$ cat config.mk
export PLATFORM = sky130hd
export DESIGN_NAME = siso_sched
export DESIGN_NICKNAME = d
export VERILOG_FILES = /design/src/rtl/siso_sched_pkg.sv /design/src/rtl/rr_arb2.sv /design/src/rtl/siso_sched.sv
export SDC_FILE = /design/constraint.sdc
export NUM_CORES = 1
export LEC_CHECK = 0
export CORE_ASPECT_RATIO = 1.5
export CORE_MARGIN = 1.5
export CORE_UTILIZATION = 30
export CTS_CLUSTER_SIZE = 24
export DETAILED_ROUTE_END_ITERATION = 12
export HOLD_SLACK_MARGIN = 0.06
export PLACE_DENSITY = 0.53
export SKIP_LAST_GASP = 1
export SYNTH_ARGS = -nofsm -noshare
export SYNTH_HDL_FRONTEND = slang
export SYNTH_SLANG_ARGS = --single-unit
$ cat constraint.sdc
create_clock -name clk_i -period 1.88 [get_ports clk_i]
set_input_delay 0.188 -clock clk_i [delete_from_list [all_inputs] [get_ports clk_i]]
set_output_delay 0.188 -clock clk_i [all_outputs]
set_load 0.005 [all_outputs]
$ cat src/rtl/siso_sched_pkg.sv
// Shared types and helpers for the SISO chain scheduler.
// State codes are plain constants so older tools that dislike enums can still read them.
package siso_sched_pkg;

   typedef logic [1:0] state_t;

   localparam state_t IDLE  = 2'd0;
   localparam state_t SHIFT = 2'd1;
   localparam state_t RESP  = 2'd2;

   typedef logic reqId_t;

   // One extra count of headroom so the last shift index never wraps.
   function automatic int cntWidth(input int width, input int depth);
      return $clog2(width + depth + 1);
   endfunction

endpackage

$ cat src/rtl/rr_arb2.sv
// Two-way round-robin arbiter; on a tie the client not granted last time wins.
// Grants are only issued while en_i is high, and only an issued grant moves the history.
module rr_arb2 (
   input  logic       clk_i,
   input  logic       rst_i,
   input  logic       en_i,
   input  logic [1:0] req_i,
   output logic [1:0] gnt_o
);

   logic lastGnt_q;
   logic lastGnt_d;

   // lastGnt_q holds the index of the most recent winner; reset favours client 0.
   always_comb begin
      gnt_o     = 2'b00;
      lastGnt_d = lastGnt_q;
      if (en_i) begin
         case (req_i)
            2'b01:   gnt_o = 2'b01;
            2'b10:   gnt_o = 2'b10;
            2'b11:   gnt_o = lastGnt_q ? 2'b01 : 2'b10;
            default: gnt_o = 2'b00;
         endcase
      end
      if (gnt_o != 2'b00) begin
         lastGnt_d = gnt_o[1];
      end
   end

   always_ff @(posedge clk_i or posedge rst_i) begin
      if (rst_i) begin
         lastGnt_q <= 1'b1;
      end else begin
         lastGnt_q <= lastGnt_d;
      end
   end

endmodule

$ cat src/rtl/siso_sched.sv
// Shares one external serial-in/serial-out chain between two requesters:
// serialises a word LSB-first, flushes it through DEPTH stages and captures what emerges.
module siso_sched
   import siso_sched_pkg::*;
#(
   parameter int WIDTH = 8,
   parameter int DEPTH = 6
) (
   input  logic             clk_i,
   input  logic             rst_i,
   input  logic             req0_valid_i,
   input  logic [WIDTH-1:0] req0_data_i,
   output logic             req0_ready_o,
   input  logic             req1_valid_i,
   input  logic [WIDTH-1:0] req1_data_i,
   output logic             req1_ready_o,
   output logic             rsp_valid_o,
   output logic             rsp_id_o,
   output logic [WIDTH-1:0] rsp_data_o,
   input  logic             rsp_ready_i,
   output logic             si_o,
   output logic             ce_o,
   input  logic             so_i
);

   localparam int             CW       = cntWidth(WIDTH, DEPTH);
   localparam logic [CW-1:0]  CapFirst = CW'(DEPTH);
   localparam logic [CW-1:0]  CapLast  = CW'(DEPTH + WIDTH - 1);

   state_t           state_q;
   state_t           state_d;
   logic [WIDTH-1:0] shift_q;
   logic [WIDTH-1:0] shift_d;
   logic [WIDTH-1:0] cap_q;
   logic [WIDTH-1:0] cap_d;
   logic [CW-1:0]    cnt_q;
   logic [CW-1:0]    cnt_d;
   reqId_t           id_q;
   reqId_t           id_d;
   logic [CW-1:0]    capIdx;
   logic [1:0]       gnt;
   logic             arbEn;

   assign arbEn = (state_q == IDLE);

   rr_arb2 uArb (
      .clk_i (clk_i),
      .rst_i (rst_i),
      .en_i  (arbEn),
      .req_i ({req1_valid_i, req0_valid_i}),
      .gnt_o (gnt)
   );

   assign req0_ready_o = gnt[0];
   assign req1_ready_o = gnt[1];

   // Capture only once the chain has been fully refilled by this word, so stale
   // stage contents from an aborted transfer can never leak into the response.
   always_comb begin
      state_d = state_q;
      shift_d = shift_q;
      cap_d   = cap_q;
      cnt_d   = cnt_q;
      id_d    = id_q;
      capIdx  = cnt_q - CapFirst;
      case (state_q)
         IDLE: begin
            if (gnt != 2'b00) begin
               shift_d = gnt[1] ? req1_data_i : req0_data_i;
               id_d    = gnt[1];
               cnt_d   = '0;
               state_d = SHIFT;
            end
         end
         SHIFT: begin
            shift_d = shift_q >> 1;
            cnt_d   = cnt_q + CW'(1);
            for (int b = 0; b < WIDTH; b++) begin
               if ((cnt_q >= CapFirst) && (capIdx == CW'(b))) begin
                  cap_d[b] = so_i;
               end
            end
            if (cnt_q == CapLast) begin
               cnt_d   = '0;
               state_d = RESP;
            end
         end
         RESP: begin
            if (rsp_ready_i) begin
               state_d = IDLE;
            end
         end
         default: begin
            state_d = IDLE;
         end
      endcase
   end

   always_ff @(posedge clk_i or posedge rst_i) begin
      if (rst_i) begin
         state_q <= IDLE;
         shift_q <= '0;
         cap_q   <= '0;
         cnt_q   <= '0;
         id_q    <= 1'b0;
      end else begin
         state_q <= state_d;
         shift_q <= shift_d;
         cap_q   <= cap_d;
         cnt_q   <= cnt_d;
         id_q    <= id_d;
      end
   end

   // Chain controls decode straight from the state flop so reset freezes the chain at once.
   assign ce_o        = (state_q == SHIFT);
   assign si_o        = (state_q == SHIFT) & shift_q[0];
   assign rsp_valid_o = (state_q == RESP);
   assign rsp_id_o    = id_q;
   assign rsp_data_o  = cap_q;

endmodule

==> impl_metrics.py <==
metrics = {
    "status": {
        "run_status": "complete, no violations",
    },
    "power_and_ir_drop": {
        "sw_frac_of_total_pct": 32.4,
        "p_comb_share_pct": 46.9,
        "power.internal_w": 0.00170,
        "p_seq_share_pct": 35.4,
        "ir_worst_vdd_uv": 804,
        "net-switching-power_w": 0.000815,
        "clkPwrFrac_pct": 17.7,
        "power.density_nw_per_um2": 1430,
        "static_leakage_nw": 0.802,
    },
    "sta": {
        "worst_clock_skew_ns": 0.00563,
        "finalCritPeriodShare_pct": 94.9,
        "final_hold_viol_count": 0,
        "setup_viol": 0,
        "final_max_slew_viol_count": 0,
        "rsz0062_at_grt": "false",
        "timing.hold.ws_ns": 0.273,
        "max_freq_ghz": 0.561,
        "worst_slew_margin_rel_pct": 78.8,
        "post_layout_min_period_ns": 1.78,
        "tightestPinTransition_ns": 0.314,
    },
    "synth": {
        "synthesis.area_sq_um": 1220,
        "synth.top_cells.by_area": "sky130_fd_sc_hd__dfrtp_1, sky130_fd_sc_hd__a22oi_1, sky130_fd_sc_hd__nand2_1",
        "synthCells": 113,
        "synth_flop_cell": "sky130_fd_sc_hd__dfrtp_1",
        "number_of_enable_type_register_cells_in_the_synthesized_netlist": 0,
        "synthesized_flop_and_latch_total": 24,
        "synth_most_common_cell": "sky130_fd_sc_hd__dfrtp_1",
        "syn_nets": 136,
        "synth-async-reset-ratio_pct": 100,
        "yosys_warnings": 0,
        "synthDistinctLibCells": 39,
        "synth.cells.most_frequent": "sky130_fd_sc_hd__dfrtp_1, sky130_fd_sc_hd__a22oi_1, sky130_fd_sc_hd__nand2_1",
        "syn_avg_cell_area_sq_um": 10.8,
        "synth_seq_area_share_pct": 49.3,
        "yosys.area.top_type": "sky130_fd_sc_hd__dfrtp_1",
        "yosys.area.top_type_share_pct": 47.1,
    },
    "clock_tree": {
        "cts_num_sinks": 24,
        "clock_slew_at_reported_path_ffs_ns": 0.08,
        "cts_hold_buf": 0,
        "htreeDepth": 1,
        "inserted_clock_buffers": 3,
        "cts_tree": "yes",
        "clock_latency_at_the_later_pin_of_the_worst_skew_pair_ns": 0.27,
        "cts-root-buf": "sky130_fd_sc_hd__clkbuf_8",
        "cts_buffer_depth": 2,
    },
    "global_route": {
        "first_global_vias": 1015,
        "first_pass_grt_wire_length_um": 4450,
        "grt-ovfl-total": 0,
        "grt_antenna_before_repair": 0,
        "pin_count_of_the_biggest_net_entering_global_routing": 25,
        "gr-usage-all-layers_pct": 13.4,
    },
    "detailed_routing": {
        "vias": 1019,
        "viasPerCell": 5.04,
        "final_antenna_net_count": 0,
        "drc": 0,
        "drt_pre_antenna_iters": 4,
        "detail_route.wirelength_um": 2740,
        "wire_per_inst_um": 13.5,
        "first_iter_violations": 11,
    },
    "finish": {
        "utilization_pct": 44.9,
        "multiInputGateArea_sq_um": 583,
        "diodes": 0,
        "finish.net_count": 181,
        "layout.filler_cells": 389,
        "area.sequential_sq_um": 604,
        "syn2layout_area_growth_pct": 44.3,
        "drive_gt1_share_pct": 20.4,
    },
    "floorplanning": {
        "core_region_area_sq_um": 3920,
        "std_cell_rows": 28,
        "die_height_um": 81.1,
        "die_area_sq_um": 4470,
        "initial_utilization_pct": 31.1,
        "die_x_um": 55.1,
        "design.portCount": 36,
    },
    "place": {
        "dp_hpwl_um": 2030,
        "portBuffers": 35,
        "gp_congestion": 0.754,
    },
    "critical_path": {
        "critPathCaptureType": "output port",
        "critical_path_required_ns": 1.69,
        "startpoint_class": "flip-flop",
        "path_class": "reg2out",
        "crit_path_max_fanout": 8,
        "worst_ep_arrival_time_ns": 1.60,
    },
    "run": {
        "maxCapViolCount": 0,
    },
    "hold_path": {
        "hold_path_class": "in2async",
    },
}
[layout make-up]
type                    instances  share of cell area, %
repair buffers                 46                   24.7
well taps                      45                   3.20
inverters                       3                  0.639
multi-input cells              80                   33.1
clock inverters                 1                   1.70
clock buffers                   3                   2.34
flip-flops and latches         24                   34.3
[sequential cells by signal, indices dropped and copies added, names as in the netlist]
name            flops
uArb.lastGnt_q      1
rsp_id_o            1
rsp_data_o          8
state_q             2
shift_q             8
cnt_q               4
[per-stage QoR]
step / TNS [ns] / setup WS [ns] / area (sq um) / std cells / power (W)
floorplan: 0 / 0.243 / 1220 / 113 / 0.00156
global placement: 0 / 0.204 / 1640 / 194 / 0.00201
detailed placement: 0 / 0.148 / 1640 / 194 / 0.00203
CTS: -0.00510 / -0.00510 / 1720 / 198 / 0.00250
global route: 0 / 0.00651 / 1760 / 202 / 0.00271
finish: 0 / 0.0965 / 1760 / 202 / 0.00251
[path summary, 6_finish.rpt]
path                                start              to  slack, ns  cells past startpoint
min in group clk_i         req0_data_i[7]      shift_q[7]       0.45                      3
min reg2reg                    shift_q[3]      shift_q[3]       0.50                      2
max                            state_q[0]            ce_o        0.1                      3
min                                 rst_i        rsp_id_o       0.27                      3
max in group asynchronous           rst_i  uArb.lastGnt_q       1.33                      3
max reg2reg                      cnt_q[1]   rsp_data_o[2]       0.13                      5
[power by group through the flow]
stage | clock (W) | sequential, W | combinational [W]
final | 0.000445 | 0.000888 | 0.00118
after global routing | 0.000480 | 0.000916 | 0.00131
after CTS | 0.000464 | 0.000887 | 0.00115
after detailed placement | 0 | 0.000889 | 0.00114
after global placement | 0 | 0.000887 | 0.00112
after floorplan | 0 | 0.000866 | 0.000691
[critical path, cell delays in order (launching register included)]
cell and delay [ns]:
sky130_fd_sc_hd__dfrtp_2 0.43, sky130_fd_sc_hd__nor2b_4 0.22, sky130_fd_sc_hd__buf_4 0.18, sky130_fd_sc_hd__clkdlybuf4s50_1 0.50
[kinds of logic after synthesis]
kind of cell	Yosys count	share of synthesized area [%]
simple gates	39	19.1
xor+xnor	1	1.33
flops	24	49.3
buf+inv	9	4.00
mux	9	8.81
fa+ha+maj	1	1.02
compound gates	30	16.5
[per-layer routing]
metal | up-vias | routed length [um] | GRT usage (%)
li1 | 503 | - | -
met1 | 469 | 1190 | 15.8
met2 | 40 | 1340 | 23.7
met3 | 7 | 144 | 1.84
met4 | 0 | 59 | 5.12
met5 | - | 0 | 0
[timing repair]
action                                  CTS  global route
resized for setup                         3             3
endpoints found under the setup margin    4             4
pin swaps                                 0             0
buffers inserted                          0             4
[cell usage in the layout, fill, tap and decap left out, types with 3 or more instances in the layout]
master                            instances
sky130_fd_sc_hd__buf_4                   11
sky130_fd_sc_hd__clkdlybuf4s50_1         34
sky130_fd_sc_hd__mux2_2                   3
sky130_fd_sc_hd__a21oi_1                  6
sky130_fd_sc_hd__nand2_1                 13
sky130_fd_sc_hd__a22oi_1                 15
sky130_fd_sc_hd__nor2_1                   4
sky130_fd_sc_hd__clkbuf_8                 3
sky130_fd_sc_hd__o21ai_0                  3
sky130_fd_sc_hd__mux2_1                   3
sky130_fd_sc_hd__dfrtp_1                 21
sky130_fd_sc_hd__inv_1                    3
Note: power is estimated with default switching activity, not from simulation.
